### config.mk
export PLATFORM = sky130hd
export DESIGN_NAME = segment_chase_decoder_flat
export DESIGN_NICKNAME = d
export VERILOG_FILES = /design/src/rtl/segment_chase_decoder_pkg.sv /design/src/rtl/segment_chase_decoder_if.sv /design/src/rtl/segment_duty_meter.sv /design/src/rtl/segment_chase_decoder.sv /design/src/flat_wrapper.sv
export SDC_FILE = /design/constraint.sdc
export NUM_CORES = 1
export LEC_CHECK = 0
export BUFFER_PORTS_ARGS = -buffer_cell sky130_fd_sc_hd__buf_2
export CAP_MARGIN = 15
export CORE_MARGIN = 8
export CORE_UTILIZATION = 45
export DETAILED_ROUTE_END_ITERATION = 10
export GPL_TIMING_DRIVEN = 0
export PLACE_DENSITY = 0.76
export SLEW_MARGIN = 25
export SYNTH_ARGS = -nofsm -noshare
export SYNTH_HDL_FRONTEND = slang
export SYNTH_SLANG_ARGS = --single-unit
### constraint.sdc
create_clock -name clk -period 12.7 [get_ports clk]
set_input_delay 2.54 -clock clk [delete_from_list [all_inputs] [get_ports clk]]
set_output_delay 2.54 -clock clk [all_outputs]
set_load 0.02 [all_outputs]
### src/rtl/segment_chase_decoder_pkg.sv
// Shared constants, types and the segment-to-chase-state mapping used by the
// segment chase decoder (and matching the order used by the chase driver).
package segment_chase_pkg;

    localparam int NUM_SEGMENTS = 7;
    localparam int STATE_W      = 3;

    typedef logic [STATE_W-1:0] chase_state_t;

    // Head tracker: nothing decoded yet, or locked onto a chase state.
    typedef enum logic [0:0] {
        TRK_IDLE   = 1'b0,
        TRK_LOCKED = 1'b1
    } track_state_e;

    // Segment lit at each chase state; segment 6 appears twice (states 2 and 6).
    localparam logic [2:0] SEG_ORDER [8] = '{3'd0, 3'd1, 3'd6, 3'd4,
                                             3'd3, 3'd2, 3'd6, 3'd5};

    // Inverse of SEG_ORDER. Segment 6 is ambiguous and is resolved from the
    // previously decoded state: the upper half of the chase (5..7) maps to 6,
    // everything else (including "no previous state") maps to 2.
    function automatic chase_state_t seg_to_state(
        input logic [2:0]   seg_idx,
        input chase_state_t prev_state,
        input logic         prev_valid
    );
        chase_state_t st;
        st = 3'd0;
        if (seg_idx == 3'd6) begin
            if (prev_valid && (prev_state >= 3'd5)) begin
                st = 3'd6;
            end else begin
                st = 3'd2;
            end
        end else begin
            for (int s = 0; s < 8; s++) begin
                if (SEG_ORDER[s] == seg_idx) begin
                    st = 3'(s);
                end else begin
                    st = st;
                end
            end
        end
        return st;
    endfunction

endpackage

### src/rtl/segment_chase_decoder_if.sv
// Segment-line input and decoded-status bundle of the segment chase decoder.
// master = the side that owns the segment lines and consumes the status,
// slave  = the decoder itself.
interface segment_chase_decoder_if
    import segment_chase_pkg::*;
#(
    parameter int PWM_BITS = 5
);

    logic [NUM_SEGMENTS-1:0]          seg_in;
    logic                             invert;
    logic [NUM_SEGMENTS*PWM_BITS-1:0] level;
    logic                             window_done;
    logic                             head_valid;
    logic [STATE_W-1:0]               head_state;
    logic                             step_strobe;
    logic                             step_dir;
    logic                             step_error;

    modport master (
        output seg_in,
        output invert,
        input  level,
        input  window_done,
        input  head_valid,
        input  head_state,
        input  step_strobe,
        input  step_dir,
        input  step_error
    );

    modport slave (
        input  seg_in,
        input  invert,
        output level,
        output window_done,
        output head_valid,
        output head_state,
        output step_strobe,
        output step_dir,
        output step_error
    );

endinterface

### src/rtl/segment_duty_meter.sv
// Per-segment duty meter: counts high samples over one window and publishes
// the count, saturated to P-1, when the shared window counter wraps.
module segment_duty_meter #(
    parameter int PWM_BITS = 5
) (
    input  logic                clk,
    input  logic                reset_n,
    input  logic                sample,
    input  logic                window_end,
    output logic [PWM_BITS-1:0] level
);

    localparam logic [PWM_BITS:0] LEVEL_MAX = {1'b0, {PWM_BITS{1'b1}}};

    logic [PWM_BITS:0]   acc_r;
    logic [PWM_BITS:0]   sum_s;
    logic [PWM_BITS-1:0] level_r;
    logic [PWM_BITS-1:0] level_next_s;

    // Running sum including this cycle's sample, and its saturated form;
    // a segment that is on for all P cycles sums to P and reads as P-1.
    always_comb begin
        sum_s = acc_r + {{PWM_BITS{1'b0}}, sample};
        if (sum_s >= LEVEL_MAX) begin
            level_next_s = LEVEL_MAX[PWM_BITS-1:0];
        end else begin
            level_next_s = sum_s[PWM_BITS-1:0];
        end
    end

    // Accumulate every cycle; at window end publish the level and restart.
    always_ff @(posedge clk or negedge reset_n) begin
        if (!reset_n) begin
            acc_r   <= '0;
            level_r <= '0;
        end else if (window_end) begin
            acc_r   <= '0;
            level_r <= level_next_s;
        end else begin
            acc_r   <= sum_s;
        end
    end

    assign level = level_r;

endmodule

### src/rtl/segment_chase_decoder.sv
// Receive-side decoder for the 7-segment fading chase: measures each
// segment's PWM duty over a free-running window, picks the brightest head
// segment, maps it to the chase state and classifies each step.
module segment_chase_decoder
    import segment_chase_pkg::*;
#(
    parameter int PWM_BITS = 5,
    parameter int HEAD_MIN = 16
) (
    input  logic                    clk,
    input  logic                    reset_n,
    segment_chase_decoder_if.slave  bus
);

    localparam logic [PWM_BITS-1:0] WCNT_LAST  = {PWM_BITS{1'b1}};
    localparam logic [PWM_BITS-1:0] HEAD_MIN_L = PWM_BITS'(HEAD_MIN);

    // Input synchronisers and measurement samples.
    logic [NUM_SEGMENTS-1:0] seg_meta_r;
    logic [NUM_SEGMENTS-1:0] seg_sync_r;
    logic                    inv_meta_r;
    logic                    inv_sync_r;
    logic [NUM_SEGMENTS-1:0] sample_s;

    // Window timing.
    logic [PWM_BITS-1:0]     wcnt_r;
    logic                    window_end_s;
    logic                    window_done_r;

    // Measured levels and head selection.
    logic [NUM_SEGMENTS*PWM_BITS-1:0] level_s;
    logic [PWM_BITS-1:0]     max_level_s;
    logic [2:0]              max_idx_s;
    logic                    head_found_s;
    chase_state_t            decoded_s;

    // Head tracker and step classification.
    track_state_e            trk_state_r;
    track_state_e            trk_next_s;
    chase_state_t            head_state_r;
    chase_state_t            head_state_next_s;
    chase_state_t            state_plus_s;
    chase_state_t            state_minus_s;
    logic                    head_valid_s;
    logic                    step_strobe_r;
    logic                    step_strobe_next_s;
    logic                    step_dir_r;
    logic                    step_dir_next_s;
    logic                    step_error_r;
    logic                    step_error_next_s;

    // Two-flop synchronisers for the asynchronous segment lines and polarity.
    always_ff @(posedge clk or negedge reset_n) begin
        if (!reset_n) begin
            seg_meta_r <= '0;
            seg_sync_r <= '0;
            inv_meta_r <= 1'b0;
            inv_sync_r <= 1'b0;
        end else begin
            seg_meta_r <= bus.seg_in;
            seg_sync_r <= seg_meta_r;
            inv_meta_r <= bus.invert;
            inv_sync_r <= inv_meta_r;
        end
    end

    assign sample_s = seg_sync_r ^ {NUM_SEGMENTS{inv_sync_r}};

    // Free-running window counter; any P-cycle window sees the full duty of a
    // P-periodic signal, so no alignment to the transmitter is attempted.
    always_ff @(posedge clk or negedge reset_n) begin
        if (!reset_n) begin
            wcnt_r        <= '0;
            window_done_r <= 1'b0;
        end else begin
            wcnt_r        <= wcnt_r + {{(PWM_BITS-1){1'b0}}, 1'b1};
            window_done_r <= window_end_s;
        end
    end

    assign window_end_s = (wcnt_r == WCNT_LAST);

    for (genvar g = 0; g < NUM_SEGMENTS; g++) begin : g_meter
        segment_duty_meter #(
            .PWM_BITS   (PWM_BITS)
        ) u_meter (
            .clk        (clk),
            .reset_n    (reset_n),
            .sample     (sample_s[g]),
            .window_end (window_end_s),
            .level      (level_s[g*PWM_BITS +: PWM_BITS])
        );
    end

    // Argmax over the published levels; strict compare keeps the lowest
    // index on ties.
    always_comb begin
        max_level_s = '0;
        max_idx_s   = 3'd0;
        for (int i = 0; i < NUM_SEGMENTS; i++) begin
            if (level_s[i*PWM_BITS +: PWM_BITS] > max_level_s) begin
                max_level_s = level_s[i*PWM_BITS +: PWM_BITS];
                max_idx_s   = 3'(i);
            end else begin
                max_level_s = max_level_s;
                max_idx_s   = max_idx_s;
            end
        end
    end

    assign head_found_s = (max_level_s >= HEAD_MIN_L);
    assign head_valid_s = (trk_state_r == TRK_LOCKED);
    assign decoded_s    = seg_to_state(max_idx_s, head_state_r, head_valid_s);

    // Tracker next state: lock on the first head, then report every change
    // of decoded state as a step, flagging jumps that are not +/-1 mod 8.
    always_comb begin
        trk_next_s         = trk_state_r;
        head_state_next_s  = head_state_r;
        step_strobe_next_s = 1'b0;
        step_dir_next_s    = 1'b0;
        step_error_next_s  = 1'b0;
        state_plus_s       = head_state_r + 3'd1;
        state_minus_s      = head_state_r - 3'd1;
        case (trk_state_r)
            TRK_IDLE: begin
                if (window_done_r && head_found_s) begin
                    trk_next_s        = TRK_LOCKED;
                    head_state_next_s = decoded_s;
                end else begin
                    trk_next_s        = TRK_IDLE;
                end
            end
            TRK_LOCKED: begin
                if (window_done_r && head_found_s && (decoded_s != head_state_r)) begin
                    head_state_next_s  = decoded_s;
                    step_strobe_next_s = 1'b1;
                    step_dir_next_s    = (decoded_s == state_plus_s);
                    step_error_next_s  = (decoded_s != state_plus_s) &&
                                         (decoded_s != state_minus_s);
                end else begin
                    trk_next_s         = TRK_LOCKED;
                end
            end
            default: begin
                trk_next_s = TRK_IDLE;
            end
        endcase
    end

    // Tracker state and registered step outputs.
    always_ff @(posedge clk or negedge reset_n) begin
        if (!reset_n) begin
            trk_state_r   <= TRK_IDLE;
            head_state_r  <= 3'd0;
            step_strobe_r <= 1'b0;
            step_dir_r    <= 1'b0;
            step_error_r  <= 1'b0;
        end else begin
            trk_state_r   <= trk_next_s;
            head_state_r  <= head_state_next_s;
            step_strobe_r <= step_strobe_next_s;
            step_dir_r    <= step_dir_next_s;
            step_error_r  <= step_error_next_s;
        end
    end

    assign bus.level       = level_s;
    assign bus.window_done = window_done_r;
    assign bus.head_valid  = head_valid_s;
    assign bus.head_state  = head_state_r;
    assign bus.step_strobe = step_strobe_r;
    assign bus.step_dir    = step_dir_r;
    assign bus.step_error  = step_error_r;

endmodule

### src/flat_wrapper.sv
// flat-port wrapper written by rule: the top's interface ports become plain ports
module segment_chase_decoder_flat import segment_chase_pkg::*;
#(
    parameter int PWM_BITS = 5,
    parameter int HEAD_MIN = 16
)
  (clk, reset_n, bus_seg_in, bus_invert, bus_level, bus_window_done, bus_head_valid, bus_head_state, bus_step_strobe, bus_step_dir, bus_step_error);
  segment_chase_decoder_if #(.PWM_BITS(PWM_BITS)) bus_i ();
  input  logic clk;
  input  logic reset_n;
  input wire logic [$bits(bus_i.seg_in)-1:0] bus_seg_in;
  input wire logic [$bits(bus_i.invert)-1:0] bus_invert;
  output wire logic [$bits(bus_i.level)-1:0] bus_level;
  output wire logic [$bits(bus_i.window_done)-1:0] bus_window_done;
  output wire logic [$bits(bus_i.head_valid)-1:0] bus_head_valid;
  output wire logic [$bits(bus_i.head_state)-1:0] bus_head_state;
  output wire logic [$bits(bus_i.step_strobe)-1:0] bus_step_strobe;
  output wire logic [$bits(bus_i.step_dir)-1:0] bus_step_dir;
  output wire logic [$bits(bus_i.step_error)-1:0] bus_step_error;
  assign bus_i.seg_in = bus_seg_in;
  assign bus_i.invert = bus_invert;
  assign bus_level = bus_i.level;
  assign bus_window_done = bus_i.window_done;
  assign bus_head_valid = bus_i.head_valid;
  assign bus_head_state = bus_i.head_state;
  assign bus_step_strobe = bus_i.step_strobe;
  assign bus_step_dir = bus_i.step_dir;
  assign bus_step_error = bus_i.step_error;
  segment_chase_decoder #(.PWM_BITS(PWM_BITS), .HEAD_MIN(HEAD_MIN)) u_core (.clk(clk), .reset_n(reset_n), .bus(bus_i));
endmodule
Word-level counts from Yosys, hierarchy flattened
Index checks and enable logic that the tools add are counted.

operators by class
  multiplexer cells = 46
  multiply operators = 0
  bitwise logic cells = 2
  $add $sub $neg = 10
  $lt $le $gt $ge = 16
  reductions and logical operators = 5
  shift operators = 0
  equality and inequality tests = 14
  div/mod/pow operators = 0

operators by type and width
  operator                                                                             count
  5-bit 2-to-1 mux                                                                     14
  6-bit by 1-bit adder with 6-bit output                                               7
  6-bit by 5-bit greater-or-equal comparator with 1-bit output, second input constant  7
  6-bit 2-to-1 mux                                                                     7
  3-bit 2-to-1 mux                                                                     11
  5-bit > comparator                                                                   6
  3-bit == test, first input constant                                                  3
  1-bit 2-to-1 mux                                                                     9
  3-bit inequality test                                                                3
  7-bit bitwise XOR                                                                    1
  2-bit by 3-bit == test with 1-bit output, first input constant                       2
  2-bit 2-to-1 mux                                                                     3
  3-bit case mux with 2 select lines                                                   1
  5-bit by 1-bit adder with 5-bit output, second input constant                        1
  5-bit == test, second input constant                                                 1
  5-bit greater-or-equal comparator, second input constant                             1
  5-bit by 1-bit > comparator with 1-bit output, second input constant                 1
  1-bit logical AND                                                                    4
  3-bit by 1-bit adder with 3-bit output, second input constant                        1
  1-bit by 3-bit == test with 1-bit output, first input constant                       1
  3-bit == test                                                                        1
  3-bit == test, second input constant                                                 1
  3-bit greater-or-equal comparator, second input constant                             1
  3-bit by 1-bit subtractor with 3-bit output, second input constant                   1
  5 further kinds                                                                      5

storage, ports and cells
  register bits = 106
  input bits = 10
  bits in writable memories = 0
  output and inout port bits = 43
  logic and storage cells = 118
  bits in read-only memories = 0
  bits in latches = 0
  memories = 0

Depth between registers and ports, before layout
Gate-level depths: netlist of the first run.

  depth in word-level cells = 26
  gate-level depth with buffers = 42
  mapped depth without buffers = 41

Cells and area by module
Synthesis of the first run repeated with hierarchy kept, for this count alone.

unflattened totals
  cells, all modules = 557
  area, all modules = 5860.6 um2

by module, submodules not included
  module                 area an instance (um2)  instances  cells each  sequential area each (um2)
  segment_duty_meter     515.5                   7          46          275.3
  segment_chase_decoder  2252.2                  1          235         725.7

Least setup slack after synthesis of the first run
No wires, ideal clock.

  path kind = flip-flop to flip-flop
  start = register u_core.g_meter[0].u_meter.level_r[4]
  end = register u_core.head_state_r[1] (netlist: u_core.bus.head_state[1])
  clock period less this slack = 8.227 ns
  buffers on the path = 1
  library setup time = 0.125 ns
  slack = 4.473 ns
  arrival time = 8.103 ns
  stages on the path, launching flop included = 41
  data required time = 12.575 ns
  cell sequence = dfrtp_1 inv_1 ha_1 a21oi_1 o221ai_2 o21ai_2 mux2i_1 ha_1 a21oi_1 o22ai_1 o22ai_2 nor2_1 a21oi_1 inv_1 ha_1 a21oi_1 o21ai_0 or2_2 (+5 left out) clkbuf_1 o21ai_0 ha_1 a21oi_1 o21ai_0 o22ai_1 o21ai_0 a21oi_1 a21oi_1 ha_1 a21oi_1 o221ai_1 o21ai_1 or3b_2 o211ai_1 a31oi_2 o31ai_1 mux2_2

between the ends
  word-level cells in the longest chain between the ends = 26
  elaborated cells on any way between the ends = 44
  classes of those cells = order compare: 8; eq/ne: 10; mux: 23; reduce/logical: 3

ends and longest elaborated chain
  item                                           RTL line                         RTL
  start: declaration                             segment_duty_meter.sv:17         logic [PWM_BITS-1:0] level_r;
  start signal: assignment                       segment_duty_meter.sv:38         level_r <= level_next_s;
  5-bit by 1-bit > comparator with 1-bit output  segment_chase_decoder.sv:101     if (level_s[i*PWM_BITS +: PWM_BITS] > max_level_s) begin
  5-bit 2-to-1 mux *                             segment_chase_decoder.sv:101
  5-bit > comparator                             segment_chase_decoder.sv:101
  5-bit 2-to-1 mux                               segment_chase_decoder.sv:101
  5-bit > comparator                             segment_chase_decoder.sv:101
  5-bit 2-to-1 mux                               segment_chase_decoder.sv:101
  5-bit > comparator                             segment_chase_decoder.sv:101
  5-bit 2-to-1 mux                               segment_chase_decoder.sv:101
  (+7 left out)                                  n/a
  1-bit 2-to-1 mux                               segment_chase_decoder_pkg.sv:38  if (SEG_ORDER[s] == seg_idx) begin
  2-bit 2-to-1 mux                               segment_chase_decoder_pkg.sv:38
  3-bit 2-to-1 mux (4 in series)                 segment_chase_decoder_pkg.sv:38
  3-bit 2-to-1 mux                               segment_chase_decoder_pkg.sv:30  if (seg_idx == 3'd6) begin
  3-bit inequality test                          segment_chase_decoder.sv:135     if (window_done_r && head_found_s && (decoded_s != head_state_r)) begin
  1-bit logical AND                              segment_chase_decoder.sv:135
  2-bit inequality test (no source line)         n/a
  2-bit AND reduction (no source line)           n/a
  end signal: assignment                         segment_chase_decoder.sv:161     head_state_r <= head_state_next_s;
  end: declaration                               segment_chase_decoder.sv:40      chase_state_t head_state_r;

Every way passes the cells marked *; elsewhere a longest branch is shown, timed or not. The select of a mux whose other input is x is not followed.
A chain may end at the register's enable or synchronous reset.

Worst setup path in the final report of the first run
Ends and elaborated chain as after synthesis.

==> flow_summary.toml, run 1 <==
[sta]
timing.slew.headroom = 0.582
period_needed_ns = 9.60
fin_crit_sh = 0.756
worst_slew_pin_slew_ns = 0.623
fin_skew_ns = 0.00636
setup_viol = 0
rsz0062_at_grt = "no"
max_freq_ghz = 0.104
fin_setup_tns_ns = 0
maxSlewViolCount = 0
finalHoldViolCount = 0

[drt]
vias_per_cell = 5.44
route.detailed.drc = 0
dr.first_iter.drc_count = 234
post_drt_wl_per_cell_um = 16.2
wirelength_um = 11600
dr.pass1.iters = 5
antenna_left = 0
vias = 3908

[die]
die_h_um = 124
num_rows = 39
fp.dieW_um = 124
io_pins = 53
die_area_um2 = 15500
start_util = 0.463
core_area_um2 = 11400

[placed_design]
dp_cells = 703
placed_cell_area_um2 = 5760
gp_congestion = 0.907
place.detailed.hpwl_um = 8880
io_buffers = 52

[synth]
synth_adder_area_share = 0.116
async_reset_ff_frac = 1.00
synthSimpleGateAreaFrac = 0.117
yosys_warnings = 0
synth.largest_area_cell = "dfrtp_1"
yosysSeqAreaShare = 0.502
synth_flop_cell = "dfrtp_1"
synth_edf_count = 0
synth_area_leaders = "dfrtp_1 50%, ha_1 12%, nor2_1 6.5%"
synth_compound_area_frac = 0.121
muxShareOfSynthArea = 0.0353
avgSynthCellArea_um2 = 10.4
yosysUniqueCellTypes = 42
syn-cell-area_um2 = 5280
synth_top_family_by_area = "compound AO/OA/AOI/OAI gates"
yosysTopAreaCellShare = 0.502
synth.net_count = 566
synth_xor_xnor_area_share = 0.0696
ys_ff_latch = 106
postSynthCellCount = 507

[worst_setup_path]
crit_top_cell = "a21oi_1"
worstSetupPathType = "reg -> reg"
worst-r2r-setup-slack_ns = 3.10
startpoint_type = "flop"
reg2reg_from = "u_core.g_meter[0].u_meter.level[4]"
cp_top_family = "compound AO/OA/AOI/OAI gates"
reg2reg_to = "u_core.bus.head_state[1]"
ff2ff_path_depth = 39
endpoint_kind = "flop"
worst_ep_arrival_time_ns = 9.83
cp.depth = 39
crit_slowest_cell = "o21ai_1"
slowest_delay_ns = 0.52
required_ns = 12.92
cp_max_fo = 10
critPathBufInv = 3

[clock_tree]
cts_setup_buffers = 0
cts_buffers = 9
cts_hold_buf = 0
cts_tree = "done"
htreeDepth = 3
clock_sinks = 106
path_clk_slew_ns = 0.07
cts-resized-gates = 0
clk_latency_ns = 0.34
cts_buffer_depth = 2
clock-root-buffer = "clkbuf_16"

[final_layout]
fillers = 998
final_cells = 719
drive_gt1_frac = 0.153
layout.nets = 630
layout_commonest_cell = "dfrtp_1"
antenna_cells = 0
finish.instance_area_um2 = 6080
final_cell_mix = "106 x dfrtp_1, 92 x nor2_1, 51 x buf_2"
synthToLayoutAreaGrowth_pct = 15.0
regArea_um2 = 2650
multi_input_area_um2 = 2430

[min_path]
holdPathEnd = "u_core.seg_sync_r[6]"
worstHoldPathCells = 0
hold_class = "reg -> reg"
min_from = "u_core.seg_meta_r[6]"

[global_route]
grt_pass1_wl_um = 19800
grt_pass1_vias = 3988
grt_max_degree = 70
grt_usage = 0.153
gr-total-overflow = 0
antenna_found_initial = 0

[run]
drv_cap = 0

[run_status]
outcome = "finished, final reports clean"
## cell type report
type,instances,area share
flip-flops and latches,106,0.437
multi-input cells,347,0.400
repair buffers,53,0.0484
clock buffers,11,0.0400
well taps,143,0.0294
inverters,39,0.0241
clock inverters,5,0.0128
plain buffers,15,0.00927
## worst max path at each step
| stage | end | slack, ns | startpoint |
|---|---|---|---|
| detailed placement | u_core.bus.head_state[1] | 3.21 | u_core.g_meter[0].u_meter.level[4] |
| finish | u_core.bus.head_state[1] | 3.10 | u_core.g_meter[0].u_meter.level[4] |
| floorplan | u_core.bus.head_state[1] | 4.47 | u_core.g_meter[0].u_meter.level[4] |
| global placement | u_core.bus.head_state[1] | 3.63 | u_core.g_meter[0].u_meter.level[4] |
| global route | u_core.bus.step_dir | 2.03 | u_core.g_meter[0].u_meter.level[4] |
| CTS | u_core.bus.head_state[1] | 3.18 | u_core.g_meter[0].u_meter.level[4] |
## cell usage after synthesis, drive strengths merged (2+ instances only)
cell,count
or2,2
a21boi,2
nor2,92
a21oi,20
clkbuf,14
mux2i,10
dfrtp,106
a21o,4
o221ai,2
o31ai,2
mux2,6
and3,6
nand4,6
o22ai,5
a31oi,36
ha,49
xnor2,13
nand3,21
o21ba,2
o211ai,2
inv,39
nand2,13
xor2,29
o21ai,16
## metal layers
| metal | GRT usage | vias up | share of wire |
|---|---|---|---|
| met5 | 0 | - | 0 |
| met4 | 0.0517 | 0 | 0.019 |
| met3 | 0.0302 | 16 | 0.036 |
| met2 | 0.259 | 83 | 0.50 |
| met1 | 0.189 | 1932 | 0.44 |
| li1 | - | 1877 | - |
## cell families (layout without fill, tap and decap cells)
kind of cell,Yosys count,after routing
flops,106,106
buf+inv,54,123
simple gates,144,144
xor+xnor,42,42
compound gates,96,96
mux,16,16
fa+ha+maj,49,49
## sequential cells by signal (all words and copies together) (netlist names)
| signal | flops |
|---|---|
| u_core.bus.head_state | 3 |
| u_core.bus.step_dir | 1 |
| u_core.bus.head_valid | 1 |
| u_core.wcnt_r | 5 |
| u_core.g_meter.u_meter.acc_r | 42 |
| u_core.inv_sync_r | 1 |
| u_core.bus.window_done | 1 |
| u_core.seg_sync_r | 7 |
| u_core.bus.step_error | 1 |
| u_core.seg_meta_r | 7 |
| u_core.bus.step_strobe | 1 |
| u_core.inv_meta_r | 1 |
| u_core.g_meter.u_meter.level | 35 |
## through the flow
step           hold WS [ns]  utilization  setup slack, ns
2_1_floorplan         0.331            -             4.47
3_3_place_gp          0.334        0.501             3.63
4_1_cts               0.350        0.532             3.18
3_5_place_dp          0.335        0.504             3.21
5_1_grt               0.357        0.532             2.03
6_report              0.348        0.532             3.10
Power of run 1 is left out: the tool's default activity adds up to more than one toggle a clock period on the data nets, which glitch-free logic cannot reach.
==> run 2: changes to the inputs <==
==> constraint.sdc (replaced) <==
create_clock -name clk -period 9.7 [get_ports clk]
set_input_delay 1.94 -clock clk [delete_from_list [all_inputs] [get_ports clk]]
set_output_delay 1.94 -clock clk [all_outputs]
set_load 0.02 [all_outputs]
==> run 2 against run 1 <==
Clock-buffer cell count is the same; worst setup slack worse by 2.5 ns; die area unchanged; non-clock buffer count grew 6; largest cell class unchanged.
==> flow_summary.toml, run 2 (same netlist as run 1, synthesis figures left out) <==
[run_status]
outcome = "finished, final reports clean"

[drt]
dr.first_iter.drc_count = 265
vias = 3944
post_drt_wl_per_cell_um = 16.2
route.detailed.drc = 0
vias_per_cell = 5.44
wirelength_um = 11700
dr.pass1.iters = 5
antenna_left = 0

[clock_tree]
clock-root-buffer = "clkbuf_16"
htreeDepth = 3
clock_sinks = 106
cts_buffers = 9
cts_hold_buf = 0
cts_buffer_depth = 2
clk_latency_ns = 0.34
cts_tree = "done"
path_clk_slew_ns = 0.07

[final_layout]
top_register = "u_core.g_meter.u_meter.acc_r"
synthToLayoutAreaGrowth_pct = 17.2
layout.nets = 636
final_cells = 725
drive_gt1_frac = 0.184
largest_register_ffs = 42
antenna_cells = 0
layout_commonest_cell = "dfrtp_1"
final_cell_mix = "106 x dfrtp_1, 92 x nor2_1, 51 x buf_2"

[global_route]
gr-total-overflow = 0
grt_pass1_wl_um = 19800
antenna_found_initial = 0
gr-max-usage-layer = "met2"
met2_usage = 0.259
grt_max_degree = 70
grt.met3_usage = 0.0302
grt_pass1_vias = 3988
grt_usage = 0.153
gr-usage-met1 = 0.189

[die]
start_util = 0.463
io_pins = 53
die_h_um = 124
num_rows = 39
fp.dieW_um = 124
die_area_um2 = 15500
core_area_um2 = 11400

[sta]
fin_skew_ns = 0.00667
max_freq_ghz = 0.110
maxSlewViolCount = 0
finalHoldViolCount = 0
timing.slew.headroom = 0.631
worst_slew_pin_slew_ns = 0.549
period_needed_ns = 9.11
setup_viol = 0
fin_crit_sh = 0.939

[worst_setup_path]
ff2ff_path_depth = 40
worstSetupPathType = "reg -> reg"
required_ns = 9.94
crit_slowest_cell = "dfrtp_1"
crit_top_cell = "ha_1"
cp_max_fo = 10
endpoint_kind = "flop"
worst_ep_arrival_time_ns = 9.35
startpoint_type = "flop"
slowest_delay_ns = 0.42

[min_path]
worstHoldPathCells = 0
hold_class = "reg -> reg"

[placed_design]
place.detailed.hpwl_um = 8880
io_buffers = 52
dp_cells = 703
gp_congestion = 0.907

[run]
drv_cap = 0
## run 2: cell types whose count changed in the layout (fill, tap and decap cells not counted), moves of 2 or more
cell,change
mux2i_2,+6
o22ai_1,-2
buf_4,+6
mux2i_1,-6
## run 2: per-layer routing
layer  wire (um)  part of all wire
met1        5200              0.44
met2        5910              0.51
met3         417             0.036
met4         182             0.016
met5           0                 0
## run 2: worst max-delay path: cells and delay by family, from the launching register on
family | cells | cell delay (ns)
AOI/OAI and AO/OA | 17 | 3.50
adders and majority gates | 6 | 1.84
buffers and inverters | 4 | 0.58
DFF | 1 | 0.42
muxes | 2 | 0.59
and+or+nand+nor | 11 | 2.07
## run 2: final cells by class
class,count,area (um2)
Multi-Input combinational cell,347,2500
Buffer,15,57.6
Clock inverter,5,77.6
Sequential cell,106,2650
Timing Repair Buffer,59,339
Inverter,39,146
Fill cell,979,5230
Clock buffer,11,243
Tap cell,143,179
## run 2: metrics by stage
step | utilization | hold slack (ns) | instance area, um2 | setup WS (ns) | setup TNS, ns
2_1_floorplan | - | 0.331 | 5280 | 1.47 | 0
4_1_cts | 0.532 | 0.350 | 6080 | 0.179 | 0
3_5_place_dp | 0.504 | 0.335 | 5760 | 0.215 | 0
5_1_grt | 0.542 | 0.357 | 6190 | -0.0404 | -0.0404
3_3_place_gp | 0.501 | 0.334 | 5720 | 0.630 | 0
6_report | 0.542 | 0.348 | 6190 | 0.593 | 0
## run 2: worst paths after layout
path / startpoint / to / slack [ns]
max in group asynchronous: reset_n / u_core.g_meter[6].u_meter.level[0] / 7.57
min reg2reg: u_core.seg_meta_r[6] / u_core.seg_sync_r[6] / 0.35
max: u_core.g_meter[0].u_meter.level[4] / u_core.bus.step_dir / 0.59
min in group asynchronous: reset_n / u_core.seg_meta_r[0] / 1.49
max reg2reg: u_core.g_meter[0].u_meter.level[4] / u_core.bus.step_dir / 0.59
min: u_core.seg_meta_r[6] / u_core.seg_sync_r[6] / 0.35
## run 2: repair_timing
| action | CTS | global route |
|---|---|---|
| setup endpoints to repair | 0 | 7 |
| buffers inserted | 0 | 6 |
| resized for setup | 0 | 17 |
Power of run 2 is left out for the same reason.
==> run 3: changes to the inputs <==
--- a/config.mk
+++ b/config.mk
@@ -8,11 +8,12 @@
 export BUFFER_PORTS_ARGS = -buffer_cell sky130_fd_sc_hd__buf_2
 export CAP_MARGIN = 15
 export CORE_MARGIN = 8
-export CORE_UTILIZATION = 45
+export CORE_UTILIZATION = 39
 export DETAILED_ROUTE_END_ITERATION = 10
 export GPL_TIMING_DRIVEN = 0
-export PLACE_DENSITY = 0.76
+export PLACE_DENSITY = 0.7
 export SLEW_MARGIN = 25
 export SYNTH_ARGS = -nofsm -noshare
 export SYNTH_HDL_FRONTEND = slang
+export SYNTH_HIERARCHICAL = 1
 export SYNTH_SLANG_ARGS = --single-unit
==> constraint.sdc (replaced) <==
create_clock -name clk -period 7.55 [get_ports clk]
set_input_delay 1.51 -clock clk [delete_from_list [all_inputs] [get_ports clk]]
set_output_delay 1.51 -clock clk [all_outputs]
set_load 0.02 [all_outputs]
==> run 3 against run 2 <==
The flow now finishes with violations (setup timing); global-route usage fell by 1.1 points; final area rose by 26%; non-clock buffer count grew 44; final cell count is 20% higher; via count is 18% higher; synthesized area increased by 11%; first-iteration DRC count rose by 6.4%; worst hold slack lost 0.00061 ns.
==> flow_summary.toml, run 3 <==
[drt]
dr.first_iter.drc_count = 282
antenna_left = 0
vias = 4641
wirelength_um = 14300
dr.pass1.iters = 5
post_drt_wl_per_cell_um = 16.5
vias_per_cell = 5.35
route.detailed.drc = 0

[sta]
finalHoldViolCount = 0
fin_crit_sh = 1.10
timing.slew.headroom = 0.479
fin_skew_ns = 0.00863
maxSlewViolCount = 0
max_freq_ghz = 0.120
setup_viol = 7
period_needed_ns = 8.30
final.setup.worst_slack_ns = -0.750
fin_setup_tns_ns = -4.38
worst_slew_pin_slew_ns = 0.781
rsz0062_at_grt = "yes"

[final_layout]
top_register = "u_core/g_meter.u_meter/acc_r"
drive_gt1_frac = 0.377
largest_register_ffs = 42
layout.nets = 740
layout_commonest_cell = "dfrtp_1"
antenna_cells = 0
final_cell_mix = "98 x dfrtp_1, 54 x nor2_1, 53 x buf_4"
utilization = 0.522
synthToLayoutAreaGrowth_pct = 33.0
finish.instance_area_um2 = 7790

[clock_tree]
htreeDepth = 3
clock_sinks = 106
clk_latency_ns = 0.35
cts_buffer_depth = 2
clock-root-buffer = "clkbuf_16"
cts_tree = "done"
path_clk_slew_ns = 0.07
cts_buffers = 9

[synth]
synth_edf_count = 0
synth_xor_xnor_area_share = 0.0613
synth_top_family_by_area = "simple AND/OR/NAND/NOR gates"
yosysMostFrequentCell = "dfrtp_1"
muxShareOfSynthArea = 0.0267
avgSynthCellArea_um2 = 10.5
synth.cells.most_frequent = "106 x dfrtp_1, 59 x nor2_1, 56 x ha_1"
ys_ff_latch = 106
synthSimpleGateAreaFrac = 0.161
synth_flop_cell = "dfrtp_1"
synth.largest_area_cell = "dfrtp_1"
yosys_warnings = 6
yosysSeqAreaShare = 0.453
synth_area_leaders = "dfrtp_1 45%, ha_1 12%, xnor2_1 4.9%"
yosysUniqueCellTypes = 51
synth.net_count = 623
synth_adder_area_share = 0.120
synth_compound_area_frac = 0.141
yosysTopAreaCellShare = 0.453
postSynthCellCount = 557
syn-cell-area_um2 = 5860
async_reset_ff_frac = 1.00

[worst_setup_path]
slowest_delay_ns = 0.42
crit_slowest_cell = "dfrtp_2"
endpoint_kind = "flop"
worst-r2r-setup-slack_ns = -0.75
ff2ff_path_depth = 43
cp_max_fo = 8
required_ns = 7.79
reg2reg_from = "u_core/g_meter[0].u_meter/level[4]"
worst_ep_arrival_time_ns = 8.54
worstSetupPathType = "reg -> reg"
startpoint_type = "flop"
reg2reg_to = "u_core/bus.head_state[1]"
crit_top_cell = "ha_4"

[die]
num_rows = 45
start_util = 0.393
io_pins = 53
core_area_um2 = 14900
die_area_um2 = 19200
die_h_um = 139
fp.dieW_um = 139

[placed_design]
io_buffers = 52
place.detailed.hpwl_um = 9500
placed_cell_area_um2 = 6630
place_ws_ns = -1.09
gp_congestion = 0.851

[min_path]
worstHoldPathCells = 0
min_from = "u_core/seg_meta_r[0]"
holdPathEnd = "u_core/seg_sync_r[0]"
hold_class = "reg -> reg"

[global_route]
grt_pass1_vias = 4768
antenna_found_initial = 0
grt_usage = 0.142
grt_max_degree = 65
gr-total-overflow = 0
grt_pass1_wl_um = 22700

[run]
drv_cap = 0

[run_status]
violations = "setup timing"
outcome = "finished with violations"
[run 3: cell types whose count changed in the layout (fill, tap and decap cells not counted), moves of 12 or more]
cell / change
buf_4: +47
nor2b_1: +28
nor2_1: -38
ha_4: +12
xor2_1: -21
clkbuf_1: -12
a31oi_1: -12
xnor2_1: +19
nand3_1: -12
[run 3: worst max-delay path by stage]
stage                                       startpoint                  endpoint  slack (ns)  cells after the start
global route        u_core/g_meter[0].u_meter/level[2]  u_core/bus.head_state[1]       -0.98                     44
detailed placement  u_core/g_meter[0].u_meter/level[4]  u_core/bus.head_state[1]       -1.09                     43
finish              u_core/g_meter[0].u_meter/level[4]  u_core/bus.head_state[1]       -0.75                     43
floorplan           u_core/g_meter[1].u_meter/level[4]  u_core/bus.head_state[1]       -0.29                     41
CTS                 u_core/g_meter[0].u_meter/level[4]  u_core/bus.head_state[1]       -0.31                     41
global placement    u_core/g_meter[0].u_meter/level[4]  u_core/bus.head_state[1]       -0.79                     43
[run 3: timing repair]
| item | 4_1_cts | 5_1_grt |
|---|---|---|
| cloned | 1 | 0 |
| setup buffers | 32 | 19 |
| resized for setup | 33 | 48 |
| hold buffers | 0 | 0 |
| setup endpoints to repair | 7 | 7 |
| pin swaps | 36 | 27 |
[run 3: worst max-delay path, delay by kind of cell, from the launching register on]
family                   cells  cell delay, ns
AO/OA/AOI/OAI               19            3.48
adder cells (fa/ha/maj)      6            1.62
buffers and inverters        6            0.66
flip-flops                   1            0.42
multiplexers                 3            0.90
AND/OR/NAND/NOR              9            1.05
[run 3: stage by stage]
stage	instances	hold WS [ns]
5_1_grt	867	0.355
4_1_cts	848	0.351
6_report	867	0.348
2_1_floorplan	557	0.331
3_5_place_dp	799	0.335
3_3_place_gp	797	0.332
[run 3: kinds of logic (layout without fill, tap and decap cells)]
kind of cell | count (synthesis) | after routing
compound gates | 115 | 115
xor+xnor | 41 | 41
fa+ha+maj | 56 | 56
buf+inv | 49 | 171
flops | 106 | 106
mux | 13 | 13
simple gates | 177 | 177
[run 3: layout make-up]
cell class                 count  area, um2
timing repair buffer         106        727
clock inverter                 5       85.1
tap                          188        235
fill                        1254       7130
clock buffer                  11        253
buffer                        12        101
sequential                   106       2660
multi-input combinational    402       3590
inverter                      37        139
[run 3: layer usage]
metal,part of all wire,GRT usage,wire (um),vias to the layer above
li1,-,-,-,2205
met4,0.024,0.0595,341,0
met5,0,0,0,-
met1,0.44,0.171,6270,2301
met3,0.036,0.0318,515,29
met2,0.50,0.238,7150,106
Power of run 3 is left out for the same reason.
